### src/rtl/y86_fetch_stage_if.sv
// Instruction-memory port of the Y86-64 fetch stage: one 64-bit byte address out,
// ten instruction bytes and an address-error flag back.
interface y86_fetch_stage_if;
    logic [63:0] imem_addr;
    logic [79:0] imem_data;
    logic        imem_error;

    modport master (
        output imem_addr,
        input  imem_data,
        input  imem_error
    );

    modport slave (
        input  imem_addr,
        output imem_data,
        output imem_error
    );
endinterface

### src/rtl/y86_fetch_stage.sv
// Y86-64 fetch stage: PC select, instruction split/validate, next-PC prediction, F and D registers.
// Optional macro IMEM_BOUND_CHECK_EN adds an internal ADR check for f_pc > IMEM_SIZE-10.
module y86_fetch_stage #(
    parameter int          IMEM_SIZE = 4096,
    parameter logic [63:0] RESET_PC  = 64'h0
) (
    input  logic                     clk,
    input  logic                     rst,
    y86_fetch_stage_if.master        imem,
    input  logic                     F_stall,
    input  logic                     D_stall,
    input  logic                     D_bubble,
    input  logic [3:0]               M_icode,
    input  logic                     M_Cnd,
    input  logic [63:0]              M_valA,
    input  logic [3:0]               W_icode,
    input  logic [63:0]              W_valM,
    output logic [63:0]              F_predPC,
    output logic [2:0]               D_stat,
    output logic [3:0]               D_icode,
    output logic [3:0]               D_ifun,
    output logic [3:0]               D_rA,
    output logic [3:0]               D_rB,
    output logic [63:0]              D_valC,
    output logic [63:0]              D_valP
);
    localparam logic [2:0] STAT_AOK = 3'd1;
    localparam logic [2:0] STAT_HLT = 3'd2;
    localparam logic [2:0] STAT_ADR = 3'd3;
    localparam logic [2:0] STAT_INS = 3'd4;

    typedef struct packed {
        logic [2:0]  stat;
        logic [3:0]  icode;
        logic [3:0]  ifun;
        logic [3:0]  ra;
        logic [3:0]  rb;
        logic [63:0] valc;
        logic [63:0] valp;
    } dreg_t;

    localparam dreg_t D_BUBBLE = '{stat: STAT_AOK, icode: 4'h1, ifun: 4'h0,
                                   ra: 4'hF, rb: 4'hF, valc: 64'h0, valp: 64'h0};

    logic [63:0] F_predPC_q, F_predPC_d;
    dreg_t       D_q, D_d;

    logic [63:0] f_pc;
    logic [7:0]  f_byte [10];
    logic [63:0] f_valc_noreg, f_valc_reg;
    logic        f_oob, f_adr;
    logic [3:0]  f_icode, f_ifun;
    logic        f_valid, f_need_regids, f_need_valc;
    dreg_t       f_fetch;

    genvar gi;
    for (gi = 0; gi < 10; gi++) begin : g_bytes
        assign f_byte[gi] = imem.imem_data[gi*8 +: 8];
    end
    // valC sits right after byte 0, or after the register byte when one is present.
    for (gi = 0; gi < 8; gi++) begin : g_valc
        assign f_valc_noreg[gi*8 +: 8] = f_byte[gi+1];
        assign f_valc_reg[gi*8 +: 8]   = f_byte[gi+2];
    end

    // A mispredicted jXX in M overrides a ret in W.
    always_comb begin
        if (M_icode == 4'h7 && !M_Cnd) begin
            f_pc = M_valA;
        end else if (W_icode == 4'h9) begin
            f_pc = W_valM;
        end else begin
            f_pc = F_predPC_q;
        end
    end
    assign imem.imem_addr = f_pc;

`ifdef IMEM_BOUND_CHECK_EN
    localparam logic [63:0] IMEM_LIMIT = 64'(IMEM_SIZE) - 64'd10;
    assign f_oob = (f_pc > IMEM_LIMIT);
`else
    logic unused_imem_size;
    assign unused_imem_size = (IMEM_SIZE == 0);
    assign f_oob = 1'b0;
`endif
    assign f_adr = imem.imem_error | f_oob;

    always_comb begin
        f_icode = f_byte[0][7:4];
        f_ifun  = f_byte[0][3:0];
        if (imem.imem_error) begin
            f_icode = 4'h1;
            f_ifun  = 4'h0;
        end

        case (f_icode)
            4'h2, 4'h7:       f_valid = (f_ifun <= 4'h6);
            4'h6:             f_valid = (f_ifun <= 4'h3);
            4'h0, 4'h1, 4'h3, 4'h4, 4'h5,
            4'h8, 4'h9, 4'hA, 4'hB: f_valid = (f_ifun == 4'h0);
            default:          f_valid = 1'b0;
        endcase

        f_need_regids = f_icode inside {4'h2, 4'h3, 4'h4, 4'h5, 4'h6, 4'hA, 4'hB};
        f_need_valc   = f_icode inside {4'h3, 4'h4, 4'h5, 4'h7, 4'h8};

        f_fetch.icode = f_icode;
        f_fetch.ifun  = f_ifun;
        f_fetch.ra    = f_need_regids ? f_byte[1][7:4] : 4'hF;
        f_fetch.rb    = f_need_regids ? f_byte[1][3:0] : 4'hF;
        f_fetch.valc  = !f_need_valc ? 64'h0 : (f_need_regids ? f_valc_reg : f_valc_noreg);
        f_fetch.valp  = f_pc + 64'd1 + {63'h0, f_need_regids} + (f_need_valc ? 64'd8 : 64'd0);

        if (f_adr) begin
            f_fetch.stat = STAT_ADR;
        end else if (!f_valid) begin
            f_fetch.stat = STAT_INS;
        end else if (f_icode == 4'h0) begin
            f_fetch.stat = STAT_HLT;
        end else begin
            f_fetch.stat = STAT_AOK;
        end

        // Any non-AOK status re-fetches the same PC so the front end freezes.
        if (f_fetch.stat != STAT_AOK) begin
            F_predPC_d = f_pc;
        end else if (f_icode == 4'h7 || f_icode == 4'h8) begin
            F_predPC_d = f_fetch.valc;
        end else begin
            F_predPC_d = f_fetch.valp;
        end

        if (D_stall) begin
            D_d = D_q;
        end else if (D_bubble) begin
            D_d = D_BUBBLE;
        end else begin
            D_d = f_fetch;
        end
    end

    always_ff @(posedge clk or posedge rst) begin
        if (rst) begin
            F_predPC_q <= RESET_PC;
            D_q        <= D_BUBBLE;
        end else begin
            if (!F_stall) begin
                F_predPC_q <= F_predPC_d;
            end
            D_q <= D_d;
        end
    end

    assign F_predPC = F_predPC_q;
    assign D_stat   = D_q.stat;
    assign D_icode  = D_q.icode;
    assign D_ifun   = D_q.ifun;
    assign D_rA     = D_q.ra;
    assign D_rB     = D_q.rb;
    assign D_valC   = D_q.valc;
    assign D_valP   = D_q.valp;
endmodule

### src/flat_wrapper.sv
// flat-port wrapper written by rule: the top's interface ports become plain ports
module y86_fetch_stage_flat 
#(
    parameter int          IMEM_SIZE = 4096,
    parameter logic [63:0] RESET_PC  = 64'h0
)
  (clk, rst, F_stall, D_stall, D_bubble, M_icode, M_Cnd, M_valA, W_icode, W_valM, F_predPC, D_stat, D_icode, D_ifun, D_rA, D_rB, D_valC, D_valP, imem_imem_addr, imem_imem_data, imem_imem_error);
  y86_fetch_stage_if imem_i ();
  input  logic clk;
  input  logic rst;
  input  logic F_stall;
  input  logic D_stall;
  input  logic D_bubble;
  input  logic [3:0] M_icode;
  input  logic M_Cnd;
  input  logic [63:0] M_valA;
  input  logic [3:0] W_icode;
  input  logic [63:0] W_valM;
  output logic [63:0] F_predPC;
  output logic [2:0] D_stat;
  output logic [3:0] D_icode;
  output logic [3:0] D_ifun;
  output logic [3:0] D_rA;
  output logic [3:0] D_rB;
  output logic [63:0] D_valC;
  output logic [63:0] D_valP;
  output wire logic [$bits(imem_i.imem_addr)-1:0] imem_imem_addr;
  input wire logic [$bits(imem_i.imem_data)-1:0] imem_imem_data;
  input wire logic [$bits(imem_i.imem_error)-1:0] imem_imem_error;
  assign imem_imem_addr = imem_i.imem_addr;
  assign imem_i.imem_data = imem_imem_data;
  assign imem_i.imem_error = imem_imem_error;
  y86_fetch_stage #(.IMEM_SIZE(IMEM_SIZE), .RESET_PC(RESET_PC)) u_core (.clk(clk), .rst(rst), .imem(imem_i), .F_stall(F_stall), .D_stall(D_stall), .D_bubble(D_bubble), .M_icode(M_icode), .M_Cnd(M_Cnd), .M_valA(M_valA), .W_icode(W_icode), .W_valM(W_valM), .F_predPC(F_predPC), .D_stat(D_stat), .D_icode(D_icode), .D_ifun(D_ifun), .D_rA(D_rA), .D_rB(D_rB), .D_valC(D_valC), .D_valP(D_valP));
endmodule
### config.mk
export PLATFORM = sky130hd
export DESIGN_NAME = y86_fetch_stage_flat
export DESIGN_NICKNAME = d
export VERILOG_FILES = /design/src/rtl/y86_fetch_stage_if.sv /design/src/rtl/y86_fetch_stage.sv /design/src/flat_wrapper.sv
export SDC_FILE = /design/constraint.sdc
export NUM_CORES = 1
export LEC_CHECK = 0
export BUFFER_PORTS_ARGS = -buffer_cell sky130_fd_sc_hd__buf_2
export CORE_AREA = 2 2 193 195
export CTS_BUF_LIST = sky130_fd_sc_hd__clkbuf_8 sky130_fd_sc_hd__clkbuf_16
export CTS_CLUSTER_SIZE = 40
export DETAILED_ROUTE_END_ITERATION = 10
export DIE_AREA = 0 0 195 197
export HOLD_SLACK_MARGIN = 0.12
export PLACE_DENSITY = 0.7
export SETUP_SLACK_MARGIN = 0.3
export SLEW_MARGIN = 10
export SYNTH_ARGS = -nofsm -noshare
export SYNTH_HDL_FRONTEND = slang
export SYNTH_SLANG_ARGS = --single-unit
### constraint.sdc
create_clock -name clk -period 8.5 [get_ports clk]
set_input_delay 1.7 -clock clk [delete_from_list [all_inputs] [get_ports clk]]
set_output_delay 1.7 -clock clk [all_outputs]
set_load 0.01 [all_outputs]
* Yosys cells after proc, flatten, opt, wreduce, memory -nomap -nowiden
Index checks and enable logic that the tools add are counted.
** Word-level totals
- Register bits :: 211
- Output and inout port bits :: 275
** Operators by class
- Add/subtract/negate cells :: 3
- Order comparisons :: 2
- Equal/unequal tests :: 14
- Muxes and demuxes :: 16
- Reductions and logical operators :: 9
** Operators with widths (count)
- 2-to-1 mux 64 bit :: 6
- 2-to-1 mux 147 bit :: 1
- adder 64 x 1 -> 64 bit :: 1
- adder 64 x 1 -> 64 bit (second input constant) :: 1
- adder 64 bit :: 1
- == test 4 x 3 -> 1 bit (second input constant) :: 5
- == test 4 bit (second input constant) :: 5
- 2-to-1 mux 4 bit :: 5
- OR reduction 9 bit :: 1
- == test 4 x 2 -> 1 bit (second input constant) :: 2
- logical NOT 4 bit :: 2
- nonzero test 7 bit :: 1
- 2-to-1 mux 3 bit :: 2
- nonzero test 5 bit :: 1
- == test 4 x 1 -> 1 bit (second input constant) :: 1
- <= comparator 4 x 2 -> 1 bit (second input constant) :: 1
- <= comparator 4 x 3 -> 1 bit (second input constant) :: 1
- != test 3 x 1 -> 1 bit (second input constant) :: 1
- one-hot mux 1 bit (3 select lines) :: 1
- 2-to-1 mux 2 bit :: 1
- OR reduction 2 bit :: 1
- logical AND 1 bit :: 1
- logical NOT 1 bit :: 1
- logical OR 1 bit :: 1

* Logic depth before layout (Yosys ltp)
Gate-level depths: netlist of run 1.
- Depth in word-level cells :: 8
- Depth in mapped cells :: 25
- Depth with buffers taken out :: 17

* Worst setup path before layout of run 1
OpenSTA, ideal clock, no wires.
- Path kind :: input -> register
- Start :: input port M_Cnd
- End :: register u_core.F_predPC_q[56] (netlist: u_core.F_predPC[56])
- Library setup time :: 126 ps
- Arrival time :: 6816 ps
- Data required time :: 8374 ps
- Slack :: 1558 ps
- Cell stages on the path :: 22
- Path buffers :: 7
- Path through :: buf_2 inv_2 nand2_2 buf_4 buf_2 buf_2 buf_1 buf_1 buf_1 nor2_1 a31oi_1 inv_1 ha_1 inv_1 ha_1 nand2_1 o31ai_2 nand4_4 or4_4 or4_4 or3_4 o311a_1
** On the way
- Longest elaborated chain between the ends :: 8
** RTL lines
- start, declared :: RTL line flat_wrapper.sv:15 : input logic M_Cnd;
- logical NOT 1 bit :: RTL line y86_fetch_stage.sv:68 : if (M_icode == 4'h7 && !M_Cnd) begin
- logical AND 1 bit :: RTL line y86_fetch_stage.sv:68
- 2-to-1 mux 64 bit :: RTL line y86_fetch_stage.sv:68
- via imem_imem_addr[0] :: RTL line flat_wrapper.sv:27 : output wire logic [$bits(imem_i.imem_addr)-1:0] imem_imem_addr;
- adder 64 x 1 -> 64 bit (2 in series) :: RTL line y86_fetch_stage.sv:112 : f_fetch.valp = f_pc + 64'd1 + {63'h0, f_need_regids} + (f_need_valc ? 64'd8 : 64'd0);
- adder 64 bit :: RTL line y86_fetch_stage.sv:112
- 2-to-1 mux 64 bit :: RTL line y86_fetch_stage.sv:127 : end else if (f_icode == 4'h7 || f_icode == 4'h8) begin
- 2-to-1 mux 64 bit :: RTL line y86_fetch_stage.sv:125 : if (f_fetch.stat != STAT_AOK) begin
- end signal, assigned :: RTL line y86_fetch_stage.sv:148 : F_predPC_q <= F_predPC_d;
- end, declared :: RTL line y86_fetch_stage.sv:45 : logic [63:0] F_predPC_q, F_predPC_d;
The timed path passes the listed nets, and every way through them passes these cells.
A chain may end at the register's enable or synchronous reset.

* Worst setup path in the final report of run 1
- Start :: input port M_icode[3]
- End :: register u_core.D_q, in the netlist u_core.D_valP[40]
** On the way
- Longest elaborated chain between the ends :: 7
** RTL lines
- start, declared :: RTL line flat_wrapper.sv:14 : input logic [3:0] M_icode;
- == test 4 x 3 -> 1 bit :: RTL line y86_fetch_stage.sv:68
- logical AND 1 bit :: RTL line y86_fetch_stage.sv:68
- 2-to-1 mux 64 bit :: RTL line y86_fetch_stage.sv:68
- adder 64 x 1 -> 64 bit (2 in series) :: RTL line y86_fetch_stage.sv:112
- adder 64 bit :: RTL line y86_fetch_stage.sv:112
- 2-to-1 mux 147 bit :: RTL line y86_fetch_stage.sv:135 : end else if (D_bubble) begin
- end signal, assigned :: RTL line y86_fetch_stage.sv:145 : D_q <= D_BUBBLE;
- end signal, assigned :: RTL line y86_fetch_stage.sv:150 : D_q <= D_d;
- end, declared :: RTL line y86_fetch_stage.sv:46 : dreg_t D_q, D_d;
No other way between the ends.

==> results of run 1 <==
[through the flow]
stage | std cells | hold WS (ns)
global route | 2558 | 0.479
CTS | 2558 | 0.464
detailed placement | 2514 | 0.454
finish | 2559 | 0.464
global placement | 2514 | 0.449
floorplan | 1658 | 0.470
[logic make-up after synthesis]
| logic type | Yosys count |
|---|---|
| and+or+nand+nor | 694 |
| AOI/OAI and AO/OA | 488 |
| DFF | 211 |
| buffers and inverters | 159 |
| xor gates and xnor gates | 55 |
| muxes | 48 |
| adders and majority gates | 3 |
[per-layer routing]
layer | vias to the layer above | GRT usage | part of all wire
li1 | 6823 | - | -
met1 | 7373 | 0.456 | 0.43
met2 | 968 | 0.489 | 0.44
met3 | 134 | 0.0714 | 0.10
met4 | 4 | 0.115 | 0.034
met5 | - | 0 | 0.00044
[state kept, by name (all words and copies together) (netlist names)]
signal           cells
u_core.D_stat        3
u_core.F_predPC     64
u_core.D_valC       64
u_core.D_rA          4
u_core.D_rB          4
u_core.D_icode       4
u_core.D_valP       64
u_core.D_ifun        4
[layout make-up]
cell class	instances	area [um2]
fill	3618	19200
multi-input combinational	1288	7630
sequential	211	5290
timing repair buffer	519	2660
clock buffer	32	722
tap	468	586
inverter	28	113
clock inverter	12	98.8
antenna	1	2.50
[worst max path at each step]
stage | slack, ns | cells after the start | endpoint
after floorplan | 1.05 | 1 | u_core.D_icode[1]
after global placement | 1.82 | 16 | u_core.D_valP[44]
after detailed placement | 1.64 | 15 | u_core.F_predPC[58]
after CTS | 2.16 | 7 | imem_imem_addr[25]
after global routing | 1.68 | 15 | u_core.F_predPC[44]
final | 2.07 | 16 | u_core.D_valP[40]
[cells in the mapped netlist (30+ instances only)]
master,count
a31oi_1,52
a22o_1,66
clkbuf_1,106
nand2_1,382
dfrtp_1,201
nor3_1,39
o21ai_0,86
a21oi_1,100
xnor2_1,30
mux2i_1,38
nand3_1,51
nor2_1,111
[critical path, cell delays in order]
cell and delay (ns):
buf_2 0.10, and4b_1 0.90, nand2_4 0.28, a31oi_1 0.31, inv_1 0.08, ha_1 0.24, inv_1 0.09, ha_1 0.23
nand2_1 0.09, o31ai_2 0.38, nand4_4 0.27, or4_4 0.53, nor3_1 0.95, nand3_1 0.28, xor2_1 0.23, o31ai_1 0.20
[report_power, final]
group,internal (W),switching (W),total [W]
Clock,0.000628,0.000479,0.00111
Sequential,0.00111,0.000100,0.00121
Combinational,0.000349,0.000608,0.000957
Total,0.00209,0.00119,0.00327
==> impl_metrics.yaml, run 1 <==
outcome:
  status: "complete, no violations"
synth:
  synth.distinct_cells: 91
  synthAdderAreaFrac: 0.00278
  synthMuxAreaShare: 0.0373
  ys_seq_elements: 211
  async_flop_share: 1.00
  syn_area_mm2: 0.0135
  netlist_top_cells_area: "dfrtp_1 (37%), nand2_1 (11%), a22o_1 (4.3%)"
  synthSimpleGateAreaFrac: 0.235
  synth_fp_nets: 1884
  synth_compound_area_frac: 0.249
  synth_edf_count: 0
  yosysSeqAreaShare: 0.392
  synth_xor_area_frac: 0.0357
  ys.flop_type: "dfrtp_1"
  postSynthAreaPerCell_um2: 8.14
  synth_top_family_by_area: "compound AO/OA/AOI/OAI gates"
  yosys.area.top_type_share: 0.373
  syn_inst: 1658
  yosysWarnings: 0
  yosysTopAreaCell: "dfrtp_1"
floorplan:
  floorplan.initialDensity: 0.372
  rows: 70
  design.core.area_mm2: 0.0363
  die_w_um: 195
  io-pin-count: 498
  fp.dieH_um: 197
  dieArea_mm2: 0.0384
min_path:
  hold_path.class: "reg2reg"
  holdCritStartpoint: "u_core.D_rB[1]"
  hold_depth: 2
  hold_end: "u_core.D_rB[1]"
global_routing:
  grt_pass1_vias: 14484
  antenna_found_initial: 3
  grt.total_usage: 0.324
  grt_max_degree: 111
  gr-total-overflow: 0
  grt_pass1_wl_um: 94100
route:
  wl_per_cell_um: 25.2
  ant_nets: 0
  vias: 15302
  via_per_inst: 5.98
  wl_um: 64400
  drtIter0Drc: 1751
  drcViolationCount: 0
  drtPass1Iterations: 8
layout:
  final_common_cell: "buf_2"
  layout_common_cells: "buf_2 (495), nand2_1 (381), dfrtp_1 (201)"
  area_growth_pct: 26.7
  drive_gt1_frac: 0.304
  design_area_mm2: 0.0171
  finish.utilization: 0.472
  fin_nets: 2299
setup_path:
  reg2reg_depth: 14
  critical_path_class: "in2reg"
  setup.worst_path.start: "M_icode[3]"
  crit_required_ns: 8.94
  worstPathMaxFanout: 20
  r2r-start: "u_core.F_predPC[0]"
  worstSetupEndpointType: "register"
  timing.reg2reg.setup_slack_ns: 4.11
  r2r-end: "u_core.D_valP[40]"
  start_kind: "input pin"
  crit_arrival_ns: 6.87
sta:
  hold_viol_final: 0
  tightest_slew_ns: 1.22
  final.setup.worst_slack_ns: 2.07
  max-slew-margin-rel: 0.183
  fmax_mhz: 156
  slew_viol_final: 0
  fin_skew_ns: 0.0111
  setup_tns_ns: 0
  setup_violations: 0
  rsz0062_at_grt: "no"
  layout_min_cycle_time_ns: 6.43
  post-route-period-util: 0.756
placement:
  dp_hpwl_um: 47300
  port_buffers: 497
  placedInstanceArea_mm2: 0.0163
  pre_cts_ws_ns: 1.64
  routabilityCongestion: 0.976
cts:
  post_cts_resized: 0
  cts_setup_buffers: 0
  holdBufCountCts: 0
  cts_buffer_depth: 3
  cts_sinks: 211
  clk_pin_slew_ns: 0.06
  clockRootBuffer: "clkbuf_16"
  cts_tree: "built"
  clkLatencyLatePin_ns: 0.54
  cts_max_level: 1
  cts_buffers: 25
pwr:
  peakVddDrop_v: 0.000131
  power_density_mw_per_mm2: 191
  leakage_nw: 8.16
  total_power_w: 0.00327
flow_run:
  cap_violations: 0
Note: power is estimated with default switching activity, not from simulation.
==> run 2, diff against run 1 <==
ABC_AREA = 1   (was not set)
PLACE_DENSITY = 0.75   (was 0.7)
clock period = 6.4 ns   (was 8.5 ns; I/O delays follow)
==> impl_metrics.yaml, run 2 <==
outcome:
  status: "complete, no violations"
synth:
  syn_inst: 2401
  yosysTopAreaCell: "dfrtp_1"
  yosys.area.top_type_share: 0.331
  yosysMostFrequentCell: "nand2_1"
  ys_seq_elements: 211
  yosys-top-cells-count: "nand2_1 (772), nand3_1 (282), nor2_1 (241)"
  synth_edf_count: 0
  synth.distinct_cells: 41
  synth_fp_nets: 2627
  postSynthAreaPerCell_um2: 6.34
  ys.flop_type: "dfrtp_1"
  async_flop_share: 1.00
  yosysWarnings: 0
  netlist_top_cells_area: "dfrtp_1 (33%), nand2_1 (19%), nand3_1 (9.3%)"
  yosysSeqAreaShare: 0.348
  syn_area_mm2: 0.0152
cts:
  cts_setup_buffers: 0
  cts_buffers: 25
  cts_tree: "built"
  holdBufCountCts: 0
  clockRootBuffer: "clkbuf_16"
  cts_buffer_depth: 3
  post_cts_resized: 0
  clk_pin_slew_ns: 0.06
  cts_sinks: 211
  clkLatencyLatePin_ns: 0.57
  cts_max_level: 1
global_routing:
  grt_max_degree: 108
  grt_pass1_vias: 17452
  antenna_found_initial: 2
  grt.total_usage: 0.393
  gr-total-overflow: 0
  grt_pass1_wl_um: 113000
sta:
  hold_viol_final: 0
  layout_min_cycle_time_ns: 4.59
  setup_tns_ns: 0
  post-route-period-util: 0.718
  max-slew-margin-rel: 0.358
  setup_violations: 0
  fin_skew_ns: 0.0400
  tightest_slew_ns: 0.963
  fmax_mhz: 218
  rsz0062_at_grt: "no"
  slew_viol_final: 0
pwr:
  leakage_nw: 9.93
  peakVddDrop_v: 0.000174
  total_power_w: 0.00520
  power_density_mw_per_mm2: 278
setup_path:
  worstPathMaxFanout: 85
  critical_path_class: "in2out"
  worstSetupEndpointType: "output port"
  start_kind: "input pin"
  cp_num_buf_inv: 4
  crit_required_ns: 5.12
  r2r-start: "u_core.F_predPC[0]"
  crit_arrival_ns: 3.31
  critPathMaxStageDelay_ns: 0.73
  r2r-end: "u_core.F_predPC[25]"
  path_cells: "buf_2, nor2_4, buf_4, nand3_1, nand3_1, nand2_1, inv_1, buf_2"
  timing.reg2reg.setup_slack_ns: 3.18
  crit_family: "buffers and inverters"
  cp_slowest_cell: "buf_4"
  reg2reg_depth: 15
floorplan:
  fp.dieH_um: 197
  dieArea_mm2: 0.0384
  floorplan.initialDensity: 0.420
  rows: 70
  io-pin-count: 498
  die_w_um: 195
  design.core.area_mm2: 0.0363
min_path:
  hold_end: "u_core.D_valP[59]"
  holdCritStartpoint: "u_core.D_valP[59]"
  hold_depth: 1
  hold_path.class: "reg2reg"
route:
  wl_um: 78100
  ant_nets: 0
  vias: 19006
  drtPass1Iterations: 5
  via_per_inst: 5.78
  drtIter0Drc: 2249
  wl_per_cell_um: 23.7
  drcViolationCount: 0
placement:
  dp_hpwl_um: 59400
  placedInstanceArea_mm2: 0.0179
  place_inst: 3244
  port_buffers: 497
  routabilityCongestion: 1.05
layout:
  fin_nets: 3029
  drive_gt1_frac: 0.216
  finish.utilization: 0.516
  final_cell_count_no_fill: 3289
  design_area_mm2: 0.0187
  final_common_cell: "nand2_1"
  area_growth_pct: 23.0
  layout_common_cells: "nand2_1 (771), buf_2 (496), nand3_1 (281)"
flow_run:
  cap_violations: 0
run 2: cell count changes in the layout (fill, tap and decap cells not counted), moves of 38 or more:
cell / before / now
o21ai_0: 86 / 179
nand3b_1: 1 / 52
nand2_1: 381 / 771
nand3_1: 51 / 281
nor3_1: 39 / 1
a31oi_1: 52 / 9
a21oi_1: 99 / 177
inv_1: 24 / 185
mux2i_1: 38 / 0
nor2_1: 109 / 239
run 2: how the worst max path moves through the flow:
stage / start / to / slack [ns] / cells after the start
2_1_floorplan: rst / u_core.D_icode[1] / 2.39 / 1
6_report: W_icode[1] / imem_imem_addr[28] / 1.81 / 8
3_5_place_dp: W_icode[1] / u_core.F_predPC[34] / 1.68 / 17
3_3_place_gp: W_icode[1] / u_core.F_predPC[34] / 1.64 / 17
5_1_grt: W_icode[1] / imem_imem_addr[28] / 1.73 / 8
4_1_cts: W_icode[1] / imem_imem_addr[37] / 1.92 / 8
run 2: per-layer routing:
layer	track usage	share of wire	up-vias
met4	0.134	0.037	0
met5	0	0	-
met2	0.583	0.42	1290
li1	-	-	8635
met3	0.0897	0.12	160
met1	0.562	0.42	8921
run 2: cell families after synthesis:
group,after synthesis,synth area share
AND/OR/NAND/NOR,1397,0.391
AO/OA/AOI/OAI,440,0.160
buffers and inverters,332,0.0885
flip-flops,211,0.348
XOR/XNOR,18,0.0104
adder cells (fa/ha/maj),3,0.00247
run 2: power breakdown:
part           leakage [nW]  switching, W  internal, W
logic                  6.88       0.00141     0.000621
clock network         0.423      0.000621     0.000849
registers              2.63      0.000187      0.00151
total                  9.93       0.00222      0.00298
run 2: worst reg2reg max path, cell delays in order, from the launching register on:
cell	delay (ns)
dfrtp_1	0.39
nand2_1	0.07
nand3_1	0.09
o21ai_0	0.17
ha_1	0.27
inv_1	0.11
nand3_1	0.10
nor2_2	0.22
nand2_1	0.08
nand2_1	0.28
nand2_1	0.27
nor2_1	0.45
o21ai_0	0.18
nand2_1	0.14
o21ai_1	0.09
a21oi_1	0.22
run 2: layout make-up:
cell class	count	area (um2)
multi-input combinational	1858	8610
tap	468	586
inverter	187	706
sequential	211	5290
antenna	1	2.50
timing repair buffer	520	2710
clock inverter	17	155
clock buffer	27	653
fill	3817	17500
run 2: through the flow:
step	setup WS, ns	hold WS, ns
finish	1.81	0.480
global route	1.73	0.495
CTS	1.92	0.480
detailed placement	1.68	0.467
global placement	1.64	0.460
floorplan	2.39	0.506
==> run 3, diff against run 2 <==
PLACE_DENSITY = 0.78   (was 0.75)
clock period = 4 ns   (was 6.4 ns; I/O delays follow)
==> impl_metrics.yaml, run 3 (synthesized netlist as in run 2, its figures left out) <==
outcome:
  status: "complete, no violations"
route:
  via_per_inst: 5.77
  vias: 19928
  drtIter0Drc: 2481
  drtPass1Iterations: 8
  drcViolationCount: 0
  wl_um: 82000
  ant_nets: 0
  wl_per_cell_um: 23.8
global_routing:
  grt_max_degree: 93
  grt.total_usage: 0.416
  grt_pass1_vias: 18843
  grt_pass1_wl_um: 121000
  gr-total-overflow: 0
  antenna_found_initial: 5
setup_path:
  worstSetupEndpointType: "output port"
  start_kind: "input pin"
  timing.reg2reg.setup_slack_ns: 1.12
  crit_required_ns: 3.20
  crit_arrival_ns: 2.83
  worstPathMaxFanout: 42
  critical_path_class: "in2out"
placement:
  dp_hpwl_um: 64000
  port_buffers: 497
  routabilityCongestion: 1.05
cts:
  clk_pin_slew_ns: 0.06
  clockRootBuffer: "clkbuf_16"
  clkLatencyLatePin_ns: 0.57
  cts_sinks: 211
  cts_max_level: 1
  cts_buffer_depth: 3
  cts_setup_buffers: 0
  cts_buffers: 27
  cts_tree: "built"
layout:
  antenna_cells: 0
  fillers: 3710
  multi_input_comb_area_mm2: 0.00861
  regArea_mm2: 0.00529
  fin_nets: 3190
  finish.utilization: 0.552
  drive_gt1_frac: 0.260
  area_growth_pct: 31.6
  final_common_cell: "nand2_1"
  layout_common_cells: "nand2_1 (771), buf_2 (496), nand3_1 (281)"
floorplan:
  design.core.area_mm2: 0.0363
  die_w_um: 195
  dieArea_mm2: 0.0384
  floorplan.initialDensity: 0.420
  io-pin-count: 498
  rows: 70
  fp.dieH_um: 197
sta:
  post-route-period-util: 0.908
  slew_viol_final: 0
  hold_viol_final: 0
  setup_violations: 0
  tightest_slew_ns: 0.993
  fin_skew_ns: 0.0239
  rsz0062_at_grt: "no"
  max-slew-margin-rel: 0.337
  setup_tns_ns: 0
  fmax_mhz: 275
  layout_min_cycle_time_ns: 3.63
pwr:
  peakVddDrop_v: 0.000261
  power_density_mw_per_mm2: 440
  leakage_nw: 10.7
flow_run:
  cap_violations: 0
min_path:
  hold_path.class: "in2async"
[run 3: cell count changes in the layout (fill, tap and decap cells not counted), sizes merged]
cell	delta
buf	+159
inv	-3
clkbuf	+7
bufinv	-2
diode	-1
clkinv	+3
[run 3: layout make-up]
type                       count  area share
multi-input combinational   1858       0.430
sequential                   211       0.264
timing repair buffer         679       0.198
clock buffer                  34      0.0385
inverter                     187      0.0352
tap                          468      0.0292
clock inverter                15     0.00494
[run 3: path summary, 6_finish.rpt]
check,start,cells past startpoint,endpoint
min,rst,2,u_core.D_valC[18]
max in group asynchronous,rst,3,u_core.D_valP[41]
min reg2reg,u_core.D_valP[58],1,u_core.D_valP[58]
min in group clk,imem_imem_data[10],3,u_core.D_rB[2]
max,W_icode[1],9,imem_imem_addr[36]
max reg2reg,u_core.F_predPC[0],17,u_core.D_valP[46]
[run 3: worst max-delay path, cell delays in order]
cell and delay, ns:
buf_2 0.12, nor2_4 0.12, buf_6 0.33, buf_6 0.32, nand3_1 0.13, nand3_1 0.14, nand2_1 0.25, inv_1 0.37
buf_2 0.21
[run 3: repair_timing]
action / in CTS / in global routing
setup endpoints to repair: 1 / 1
gates resized for setup: 2 / 3
hold buffers: 0 / 0
[run 3: per-stage QoR]
stage / area (um2) / hold WS (ns) / total power (W) / instances / setup WS [ns]
3_3_place_gp: 19100 / 0.459 / 0.00627 / 3403 / 0.0238
2_1_floorplan: 15200 / 0.506 / 0.00445 / 2401 / 0.466
3_5_place_dp: 19100 / 0.464 / 0.00628 / 3403 / 0.0981
5_1_grt: 20000 / 0.486 / 0.00918 / 3452 / 0.356
4_1_cts: 20000 / 0.467 / 0.00871 / 3452 / 0.377
6_report: 20000 / 0.448 / 0.00882 / 3452 / 0.368
[run 3: where the power goes]
group	total (W)	switching, W	internal, W
registers	0.00273	0.000310	0.00242
logic	0.00364	0.00239	0.00125
clock network	0.00245	0.00103	0.00141
total	0.00882	0.00373	0.00509
[run 3: per-layer routing]
metal | vias to the layer above | GRT usage | part of all wire
met5 | - | 0 | 0.00069
met4 | 8 | 0.122 | 0.033
met3 | 184 | 0.104 | 0.12
met2 | 1377 | 0.628 | 0.43
met1 | 9391 | 0.589 | 0.42
li1 | 8968 | - | -
